[src/rtl/vga_pkg.sv]
// Shared constants and types for the VGA read side: 640x480@60 timing,
// the 160x120 framebuffer geometry and the 18-bit pixel word layout.
package vga_pkg;

  localparam int H_ACTIVE = 640;
  localparam int H_FP     = 16;
  localparam int H_SYNC   = 96;
  localparam int H_BP     = 48;
  localparam int H_TOTAL  = H_ACTIVE + H_FP + H_SYNC + H_BP;

  localparam int V_ACTIVE = 480;
  localparam int V_FP     = 10;
  localparam int V_SYNC   = 2;
  localparam int V_BP     = 33;
  localparam int V_TOTAL  = V_ACTIVE + V_FP + V_SYNC + V_BP;

  localparam int CNT_W = 10;

  localparam int FB_W      = 160;
  localparam int FB_H      = 120;
  localparam int FB_ADDR_W = 15;

  localparam int COLOUR_BITS = 6;
  localparam int PIX_W       = 3 * COLOUR_BITS;
  localparam int R_LSB       = 2 * COLOUR_BITS;
  localparam int G_LSB       = COLOUR_BITS;
  localparam int B_LSB       = 0;
  localparam int DAC_W       = 10;

  typedef struct packed {
    logic active;
    logic hs;
    logic vs;
  } vga_flags_t;

  localparam vga_flags_t FLAGS_IDLE = '{active: 1'b0, hs: 1'b1, vs: 1'b1};

  // Replicating the top bits keeps full-scale 6-bit values at full-scale 10-bit.
  function automatic logic [DAC_W-1:0] expand_channel(input logic [COLOUR_BITS-1:0] c);
    return {c, c[COLOUR_BITS-1 -: DAC_W-COLOUR_BITS]};
  endfunction

endpackage

[src/rtl/vga_timing.sv]
// Free-running 640x480@60 timing: pixel enable, line/frame counters and the
// raw active/sync flags for the pixel position currently being issued.
module vga_timing
  import vga_pkg::*;
(
  input  logic             clock,
  input  logic             reset,
  output logic             pix_en,
  output logic [CNT_W-1:0] h_cnt,
  output logic [CNT_W-1:0] v_cnt,
  output vga_flags_t       flags
);

  localparam logic [CNT_W-1:0] H_LAST       = CNT_W'(H_TOTAL - 1);
  localparam logic [CNT_W-1:0] V_LAST       = CNT_W'(V_TOTAL - 1);
  localparam logic [CNT_W-1:0] H_ACT_END    = CNT_W'(H_ACTIVE);
  localparam logic [CNT_W-1:0] V_ACT_END    = CNT_W'(V_ACTIVE);
  localparam logic [CNT_W-1:0] H_SYNC_FIRST = CNT_W'(H_ACTIVE + H_FP);
  localparam logic [CNT_W-1:0] H_SYNC_LAST  = CNT_W'(H_ACTIVE + H_FP + H_SYNC - 1);
  localparam logic [CNT_W-1:0] V_SYNC_FIRST = CNT_W'(V_ACTIVE + V_FP);
  localparam logic [CNT_W-1:0] V_SYNC_LAST  = CNT_W'(V_ACTIVE + V_FP + V_SYNC - 1);

  logic             pix_en_q, pix_en_d;
  logic [CNT_W-1:0] h_cnt_q, h_cnt_d;
  logic [CNT_W-1:0] v_cnt_q, v_cnt_d;

  always_comb begin
    pix_en_d = ~pix_en_q;
    h_cnt_d  = h_cnt_q;
    v_cnt_d  = v_cnt_q;
    if (pix_en_q) begin
      if (h_cnt_q == H_LAST) begin
        h_cnt_d = '0;
        v_cnt_d = (v_cnt_q == V_LAST) ? '0 : v_cnt_q + 1'b1;
      end else begin
        h_cnt_d = h_cnt_q + 1'b1;
      end
    end
  end

  always_ff @(posedge clock or posedge reset) begin
    if (reset) begin
      pix_en_q <= 1'b0;
      h_cnt_q  <= '0;
      v_cnt_q  <= '0;
    end else begin
      pix_en_q <= pix_en_d;
      h_cnt_q  <= h_cnt_d;
      v_cnt_q  <= v_cnt_d;
    end
  end

  always_comb begin
    flags        = FLAGS_IDLE;
    flags.active = (h_cnt_q < H_ACT_END) && (v_cnt_q < V_ACT_END);
    flags.hs     = !((h_cnt_q >= H_SYNC_FIRST) && (h_cnt_q <= H_SYNC_LAST));
    flags.vs     = !((v_cnt_q >= V_SYNC_FIRST) && (v_cnt_q <= V_SYNC_LAST));
  end

  assign pix_en = pix_en_q;
  assign h_cnt  = h_cnt_q;
  assign v_cnt  = v_cnt_q;

endmodule

[src/rtl/vga_scanout.sv]
// Framebuffer read side: turns the timing counters into 160x120 RAM reads and
// drives the VGA DAC with each stored pixel upscaled 4x4.
module vga_scanout
  import vga_pkg::*;
#(
  parameter int BITS_PER_COLOUR_CHANNEL = COLOUR_BITS
) (
  input  logic                 clock,
  input  logic                 reset,
  output logic [FB_ADDR_W-1:0] rd_addr,
  output logic                 rd_en,
  input  logic [PIX_W-1:0]     rd_data,
  output logic                 frame_start,
  output logic                 VGA_CLK,
  output logic                 VGA_HS,
  output logic                 VGA_VS,
  output logic                 VGA_BLANK_N,
  output logic                 VGA_SYNC_N,
  output logic [DAC_W-1:0]     VGA_R,
  output logic [DAC_W-1:0]     VGA_G,
  output logic [DAC_W-1:0]     VGA_B
);

  if (BITS_PER_COLOUR_CHANNEL != COLOUR_BITS) begin : g_bad_colour_width
    $error("vga_scanout: BITS_PER_COLOUR_CHANNEL must be %0d", COLOUR_BITS);
  end

  logic             pix_en;
  logic [CNT_W-1:0] h_cnt;
  logic [CNT_W-1:0] v_cnt;
  vga_flags_t       flags;

  vga_timing u_timing (
    .clock  (clock),
    .reset  (reset),
    .pix_en (pix_en),
    .h_cnt  (h_cnt),
    .v_cnt  (v_cnt),
    .flags  (flags)
  );

  logic [FB_ADDR_W-1:0] h_ext, v_ext, fb_addr;
  logic [FB_ADDR_W-1:0] rd_addr_q, rd_addr_d;
  logic                 rd_en_q, rd_en_d;
  logic                 frame_start_q, frame_start_d;
  vga_flags_t           flags_q, flags_d;
  logic                 hs_q, hs_d;
  logic                 vs_q, vs_d;
  logic                 blank_n_q, blank_n_d;
  logic [DAC_W-1:0]     r_q, r_d, g_q, g_d, b_q, b_d;

  // y*160 built as y*128 + y*32 so no multiplier is inferred.
  always_comb begin
    h_ext   = FB_ADDR_W'(h_cnt);
    v_ext   = FB_ADDR_W'(v_cnt);
    fb_addr = ((v_ext >> 2) << 7) + ((v_ext >> 2) << 5) + (h_ext >> 2);
  end

  always_comb begin
    rd_addr_d     = rd_addr_q;
    rd_en_d       = 1'b0;
    frame_start_d = 1'b0;
    flags_d       = flags_q;
    hs_d          = hs_q;
    vs_d          = vs_q;
    blank_n_d     = blank_n_q;
    r_d           = r_q;
    g_d           = g_q;
    b_d           = b_q;
    if (pix_en) begin
      rd_en_d       = flags.active;
      frame_start_d = (h_cnt == '0) && (v_cnt == '0);
      flags_d       = flags;
      if (flags.active) begin
        rd_addr_d = fb_addr;
      end
      // Flags issued one pixel ago line up with the word the RAM returned since.
      hs_d      = flags_q.hs;
      vs_d      = flags_q.vs;
      blank_n_d = flags_q.active;
      r_d       = '0;
      g_d       = '0;
      b_d       = '0;
      if (flags_q.active) begin
        r_d = expand_channel(rd_data[R_LSB +: COLOUR_BITS]);
        g_d = expand_channel(rd_data[G_LSB +: COLOUR_BITS]);
        b_d = expand_channel(rd_data[B_LSB +: COLOUR_BITS]);
      end
    end
  end

  always_ff @(posedge clock or posedge reset) begin
    if (reset) begin
      rd_addr_q     <= '0;
      rd_en_q       <= 1'b0;
      frame_start_q <= 1'b0;
      flags_q       <= FLAGS_IDLE;
      hs_q          <= 1'b1;
      vs_q          <= 1'b1;
      blank_n_q     <= 1'b0;
      r_q           <= '0;
      g_q           <= '0;
      b_q           <= '0;
    end else begin
      rd_addr_q     <= rd_addr_d;
      rd_en_q       <= rd_en_d;
      frame_start_q <= frame_start_d;
      flags_q       <= flags_d;
      hs_q          <= hs_d;
      vs_q          <= vs_d;
      blank_n_q     <= blank_n_d;
      r_q           <= r_d;
      g_q           <= g_d;
      b_q           <= b_d;
    end
  end

  assign rd_addr     = rd_addr_q;
  assign rd_en       = rd_en_q;
  assign frame_start = frame_start_q;
  assign VGA_CLK     = pix_en;
  assign VGA_HS      = hs_q;
  assign VGA_VS      = vs_q;
  assign VGA_BLANK_N = blank_n_q;
  assign VGA_SYNC_N  = 1'b1;
  assign VGA_R       = r_q;
  assign VGA_G       = g_q;
  assign VGA_B       = b_q;

endmodule
[config.mk]
export PLATFORM = sky130hd
export DESIGN_NAME = vga_scanout
export DESIGN_NICKNAME = d
export VERILOG_FILES = /design/src/rtl/vga_pkg.sv /design/src/rtl/vga_timing.sv /design/src/rtl/vga_scanout.sv
export SDC_FILE = /design/constraint.sdc
export NUM_CORES = 1
export LEC_CHECK = 0
export ABC_AREA = 1
export ABC_CLOCK_PERIOD_IN_PS = 3900
export BUFFER_PORTS_ARGS = -buffer_cell sky130_fd_sc_hd__buf_2
export CAP_MARGIN = 20
export CORE_MARGIN = 2
export CORE_UTILIZATION = 40
export CTS_CLUSTER_SIZE = 16
export DETAILED_ROUTE_END_ITERATION = 8
export PLACE_DENSITY_LB_ADDON = 0.15
export SKIP_CTS_REPAIR_TIMING = 1
export SYNTH_ARGS = -nofsm -noshare
export SYNTH_HDL_FRONTEND = slang
export SYNTH_HIERARCHICAL = 1
export SYNTH_SLANG_ARGS = --single-unit
[constraint.sdc]
create_clock -name clock -period 3.9 [get_ports clock]
set_clock_uncertainty 0.15 [all_clocks]
set_input_delay 0.39 -clock clock [delete_from_list [all_inputs] [get_ports clock]]
set_output_delay 0.39 -clock clock [all_outputs]
set_load 0.01 [all_outputs]
==> results.cfg, run 1 <==
[logic_synthesis]
synth_warnings = 6
yosysUniqueCellTypes = 42
synth_common_cells = nand2_1, inv_1, dfrtp_1, nand3_1, nor2_1
synth_edf_count = 0
synth.top_cell.area_share_pct = 40.0
synthTopCellsByArea = dfrtp_1, nand2_1, inv_1
synth_seq_cells = 62
ys_seq_area_share_pct = 42.9
syn_area_per_cell_um2 = 8.31
synth.net_count = 478
async_flop_share_pct = 100
yosysTopAreaCell = dfrtp_1
synth_area_um2 = 3630
synthCells = 437
ys.flop_type = dfrtp_1
synth.most_common_cell = nand2_1

[setup_path]
cp_max_fo = 10
endpoint_kind = register
critPathLaunchType = register
cp_data_arrival_time_ns = 2.39
required_ns = 3.98
worstSetupPathType = register to register

[routing]
wirelength_um = 7660
wire_per_inst_um = 12.6
viasPerCell = 4.74
drt_iter0_markers = 86
drc_errors = 0
drt_first_pass_iters = 4
antenna_left = 0
vias = 2886

[sta]
max_slew.worst_pin.slew_ns = 0.843
setup_tns_ns = 0
fmax_ghz = 0.432
period_needed_ns = 2.32
rsz0062_at_grt = false
postLayoutSetupSlackWorst_ns = 1.58
slew_viol_final = 0
hold_violations = 0
max_slew_margin_pct = 43.8
period_share_pct = 59.4
setup_viol = 0

[final_layout]
diodes = 0
finalNonFillerCells = 609
syn2layout_area_growth_pct = 13.4
fin_area_um2 = 4120
drive_gt1_share_pct = 24.4
fill_cells = 885
final_core_util_pct = 47.0
multi_input_area_um2 = 1630
register_area_um2 = 1560
nets = 537

[floorplan]
start_util_pct = 41.4
num_rows = 34
die_w_um = 99.3
core_area_um2 = 8760
ios = 72
die_height_um = 99.3
die_area_um2 = 9850

[grt]
grt_pass1_wl_um = 13100
grt_overflow = 0
antenna_found_initial = 0
grt_max_degree = 42
grt_usage_pct = 16.5
grt_pass1_vias = 2737

[placed_design]
gp_congestion = 0.879
dp_hpwl_um = 5490
dp_slack_ns = 1.60
port_buffers = 70
placed_cell_area_um2 = 3940
dpl.cell_count = 593

[run_status]
status = completed

[hold_path]
hold_path_class = input port to asynchronous set/reset pin

[power_and_ir_drop]
ir_drop_uv = 148
power.density_nw_per_um2 = 297
p_leak_nw = 2.37

[cts]
tritoncts = built
clock-sinks = 62
clk_pin_slew_worst_paths_ns = 0.08
clk_latency_ns = 0.33
cts_buffer_depth = 2
cts_root_buf = clkbuf_8
htree_levels = 3
cts_made_buffers = 9

[flow_run]
drv_cap = 0
[area by class of cell]
| type | count | area share, % |
|---|---|---|
| inverters | 69 | 6.29 |
| flip-flops and latches | 62 | 37.8 |
| well taps | 108 | 3.28 |
| repair buffers | 72 | 8.87 |
| clock buffers | 9 | 3.01 |
| multi-input cells | 282 | 39.5 |
| clock inverters | 7 | 1.25 |
[stage by stage]
step | hold WS, ns | power [mW]
2_1_floorplan | 0.217 | 0.709
5_1_grt | 0.0767 | 1.28
6_report | 0.0241 | 1.22
4_1_cts | 0.0362 | 1.25
3_5_place_dp | 0.314 | 0.731
3_3_place_gp | 0.312 | 0.731
[cell usage in the layout (no fill, tap or decap), types with 2 or more instances in the layout]
cell type / n
a21oi_1: 6
a31oi_1: 2
buf_2: 70
buf_4: 2
clkbuf_8: 9
clkinv_2: 2
clkinv_4: 3
clkinvlp_4: 2
dfrtp_1: 58
dfstp_2: 4
fa_1: 2
ha_1: 19
inv_1: 67
inv_2: 2
nand2_1: 94
nand2_2: 4
nand3_1: 40
nand3_2: 5
nand3b_1: 3
nand3b_4: 2
nand4_1: 6
nor2_1: 29
nor2_2: 7
nor3_1: 5
nor4_1: 2
o21ai_0: 27
o21ai_1: 6
or2_4: 2
xor2_1: 7
[critical path, stage by stage, from the launching register on]
cell,delay [ns]
dfrtp_1,0.55
fa_1,0.53
fa_1,0.46
nand2_1,0.11
nand2_2,0.10
nand3_2,0.09
nand3_1,0.07
nand3_1,0.08
nand2_1,0.06
[metal layers]
layer / global-route usage, % / vias up / share of wire [%]
met2: 25.8 / 67 / 44
met1: 22.5 / 1326 / 49
met5: 0 / - / 0
met4: 4.32 / 0 / 0.97
met3: 4.57 / 5 / 5.4
li1: - / 1488 / -
[registers in the layout, indices dropped and copies added, names as in the netlist]
name and cells:
flags_q 3, VGA_HS 1, u_timing/pix_en 1, rd_addr 15, VGA_VS 1, frame_start 1
rd_en 1, u_timing/h_cnt 10, VGA_G 6, VGA_R 6, VGA_B 6, u_timing/v_cnt 10
VGA_BLANK_N 1
[cell families after synthesis]
logic type / Yosys count / share of synthesized area (%)
xor+xnor: 8 / 1.93
simple gates: 207 / 28.2
other cells: 1 / 0.103
buf+inv: 93 / 12.3
mux: 1 / 0.310
flops: 62 / 42.9
fa+ha+maj: 21 / 7.65
compound gates: 44 / 6.62
[worst paths after layout]
check                                        from                end  slack (ns)  depth (start not counted)
worst max-delay path            u_timing/v_cnt[4]        rd_addr[14]        1.58                          8
worst min-delay path                        reset         rd_addr[5]        0.02                          3
worst min register to register         rd_addr[5]         rd_addr[5]        0.33                          2
min in group clock                     rd_data[6]           VGA_G[4]        0.13                          3
max in group asynchronous                   reset  u_timing/v_cnt[3]        3.00                          2
worst max register to register  u_timing/v_cnt[4]        rd_addr[14]        1.58                          8
[power by group]
group | switching [mW] | internal (mW)
clock | 0.274 | 0.231
combinational | 0.0350 | 0.0243
sequential | 0.00557 | 0.652
No activity file was read; power rests on OpenSTA's default activity.
==> run 2, diff against run 1 <==
ABC_CLOCK_PERIOD_IN_PS = 2100   (was 3900)
clock period = 2.1 ns   (was 3.9 ns; I/O delays follow)
==> run 2 against run 1 <==
Fmax increased by 13%. Critical path depth unchanged. Total power increased by 130%. Clock power increased to 2.8 times the previous value. Global-route usage decreased by 0.26 points. The flow now finishes with violations (negative hold slack). Register-to-register slack got worse by 1.5 ns. First-iteration DRC count decreased by 4.7%. Setup slack got worse by 1.5 ns.
==> results.cfg, run 2 (synthesis results as in run 1) <==
[power_and_ir_drop]
internal_power_mw = 2.21
power.total_mw = 2.77
combPwrFrac_pct = 4.6
power.density_nw_per_um2 = 617
p_switching_mw = 0.559
p_leak_nw = 2.56
pwr-share-seq_pct = 44.1
clockPowerShare_pct = 51.2
ir_drop_uv = 340
switching_share_pct = 20.2

[cts]
htree_levels = 3
clk_pin_slew_worst_paths_ns = 0.08
clk_latency_ns = 0.33
cts_buffer_depth = 2
cts_made_buffers = 9
cts_root_buf = clkbuf_8
clock-sinks = 62
tritoncts = built

[routing]
wire_per_inst_um = 12.2
viasPerCell = 4.70
drt_iter0_markers = 82
drt_first_pass_iters = 5
antenna_left = 0
vias = 2992
drc_errors = 0
wirelength_um = 7800

[floorplan]
start_util_pct = 41.4
die_area_um2 = 9850
ios = 72
die_height_um = 99.3
die_w_um = 99.3
core_area_um2 = 8760
num_rows = 34

[setup_path]
critPathLaunchType = register
critPathMostFrequentCell = nand3_1
cp_data_arrival_time_ns = 2.13
cp_num_cells = 8
cp_cell_sequence = fa_1, fa_2, nand2_2, nand2_4, nand3_2, nand3_1, nand3_1, nand2_1
ff2ff_path_depth = 8
cp_slowest_cell = fa_1
startpoint = u_timing/v_cnt[2]
endpoint_kind = register
cp_max_fo = 4
crit_end = rd_addr[14]
required_ns = 2.18
path_buf_inv = 0
cpPeakStageDelay_ns = 0.52
cpLargestDelayFamily = adder cells
r2r_slack_ns = 0.05
r2r_start = u_timing/v_cnt[2]
reg2reg_to = rd_addr[14]
worstSetupPathType = register to register

[final_layout]
syn2layout_area_growth_pct = 23.7
largest_reg_flops = 15
diodes = 0
nets = 565
drive_gt1_share_pct = 27.8
layout_commonest_cell = nand2_1
final_cell_mix = nand2_1, buf_2, inv_1

[sta]
rsz0062_at_grt = true
period_needed_ns = 2.05
hold_violations = 7
period_share_pct = 97.5
max_slew.worst_pin.slew_ns = 0.634
fin_hold_ws_ns = -0.0221
setup_viol = 0
slew_viol_final = 0
max_slew_margin_pct = 57.7
fmax_ghz = 0.488

[run_status]
status = finished with violations
violations = negative hold slack

[placed_design]
gp_congestion = 0.872
port_buffers = 70
dp_hpwl_um = 5600

[grt]
antenna_found_initial = 0
grt_max_degree = 57
grt_usage_pct = 16.2
grt_overflow = 0
grt_pass1_wl_um = 12900
grt_pass1_vias = 2748

[hold_path]
hold_path_class = input port to register

[flow_run]
drv_cap = 0
## run 2: worst min-delay path by stage
stage           startpoint                 to  depth (start not counted)  slack [ns]
2_1_floorplan        reset  u_timing/h_cnt[0]                          1        0.04
3_3_place_gp         reset  u_timing/v_cnt[9]                          2        0.10
3_5_place_dp         reset  u_timing/v_cnt[9]                          2        0.10
4_1_cts              reset  u_timing/v_cnt[9]                          2       -0.26
5_1_grt        rd_data[16]           VGA_R[8]                          3      0.0008
6_report        rd_data[1]           VGA_B[5]                          3       -0.02
## run 2: worst min-delay path: stages
cell,delay (ns)
buf_2,0.08
nand3_1,0.06
o21ai_1,0.07
## run 2: per-stage QoR
step | instances | worst slack (ns) | utilization, % | setup TNS [ns] | area (um^2)
6_report | 637 | 0.0522 | 51.2 | 0 | 4490
2_1_floorplan | 437 | 0.0512 | - | 0 | 3630
5_1_grt | 637 | -0.0452 | 51.2 | -0.153 | 4490
3_5_place_dp | 607 | 0.0169 | 46.2 | 0 | 4050
4_1_cts | 623 | 0.0114 | 49.3 | 0 | 4320
3_3_place_gp | 607 | 0.0405 | 46.2 | 0 | 4050
## run 2: per-layer routing
layer	global-route usage, %	share of wire, %
met5	0	0
met4	6.01	1.6
met3	3.16	4.4
met2	24.7	44
met1	22.9	50
## run 2: cell type report
class,instances,area (um^2)
tap,108,135
fill,833,4270
inverter,69,262
clock inverter,6,133
multi-input combinational,282,1660
clock buffer,10,138
sequential,62,1560
timing repair buffer,100,606
## run 2: power groups by stage
stage | sequential (mW) | clock [mW] | combinational, mW
after floorplan | 1.25 | 0 | 0.0631
after global placement | 1.24 | 0 | 0.115
after detailed placement | 1.25 | 0 | 0.115
after CTS | 1.22 | 1.45 | 0.116
after global routing | 1.22 | 1.50 | 0.147
final | 1.22 | 1.42 | 0.129
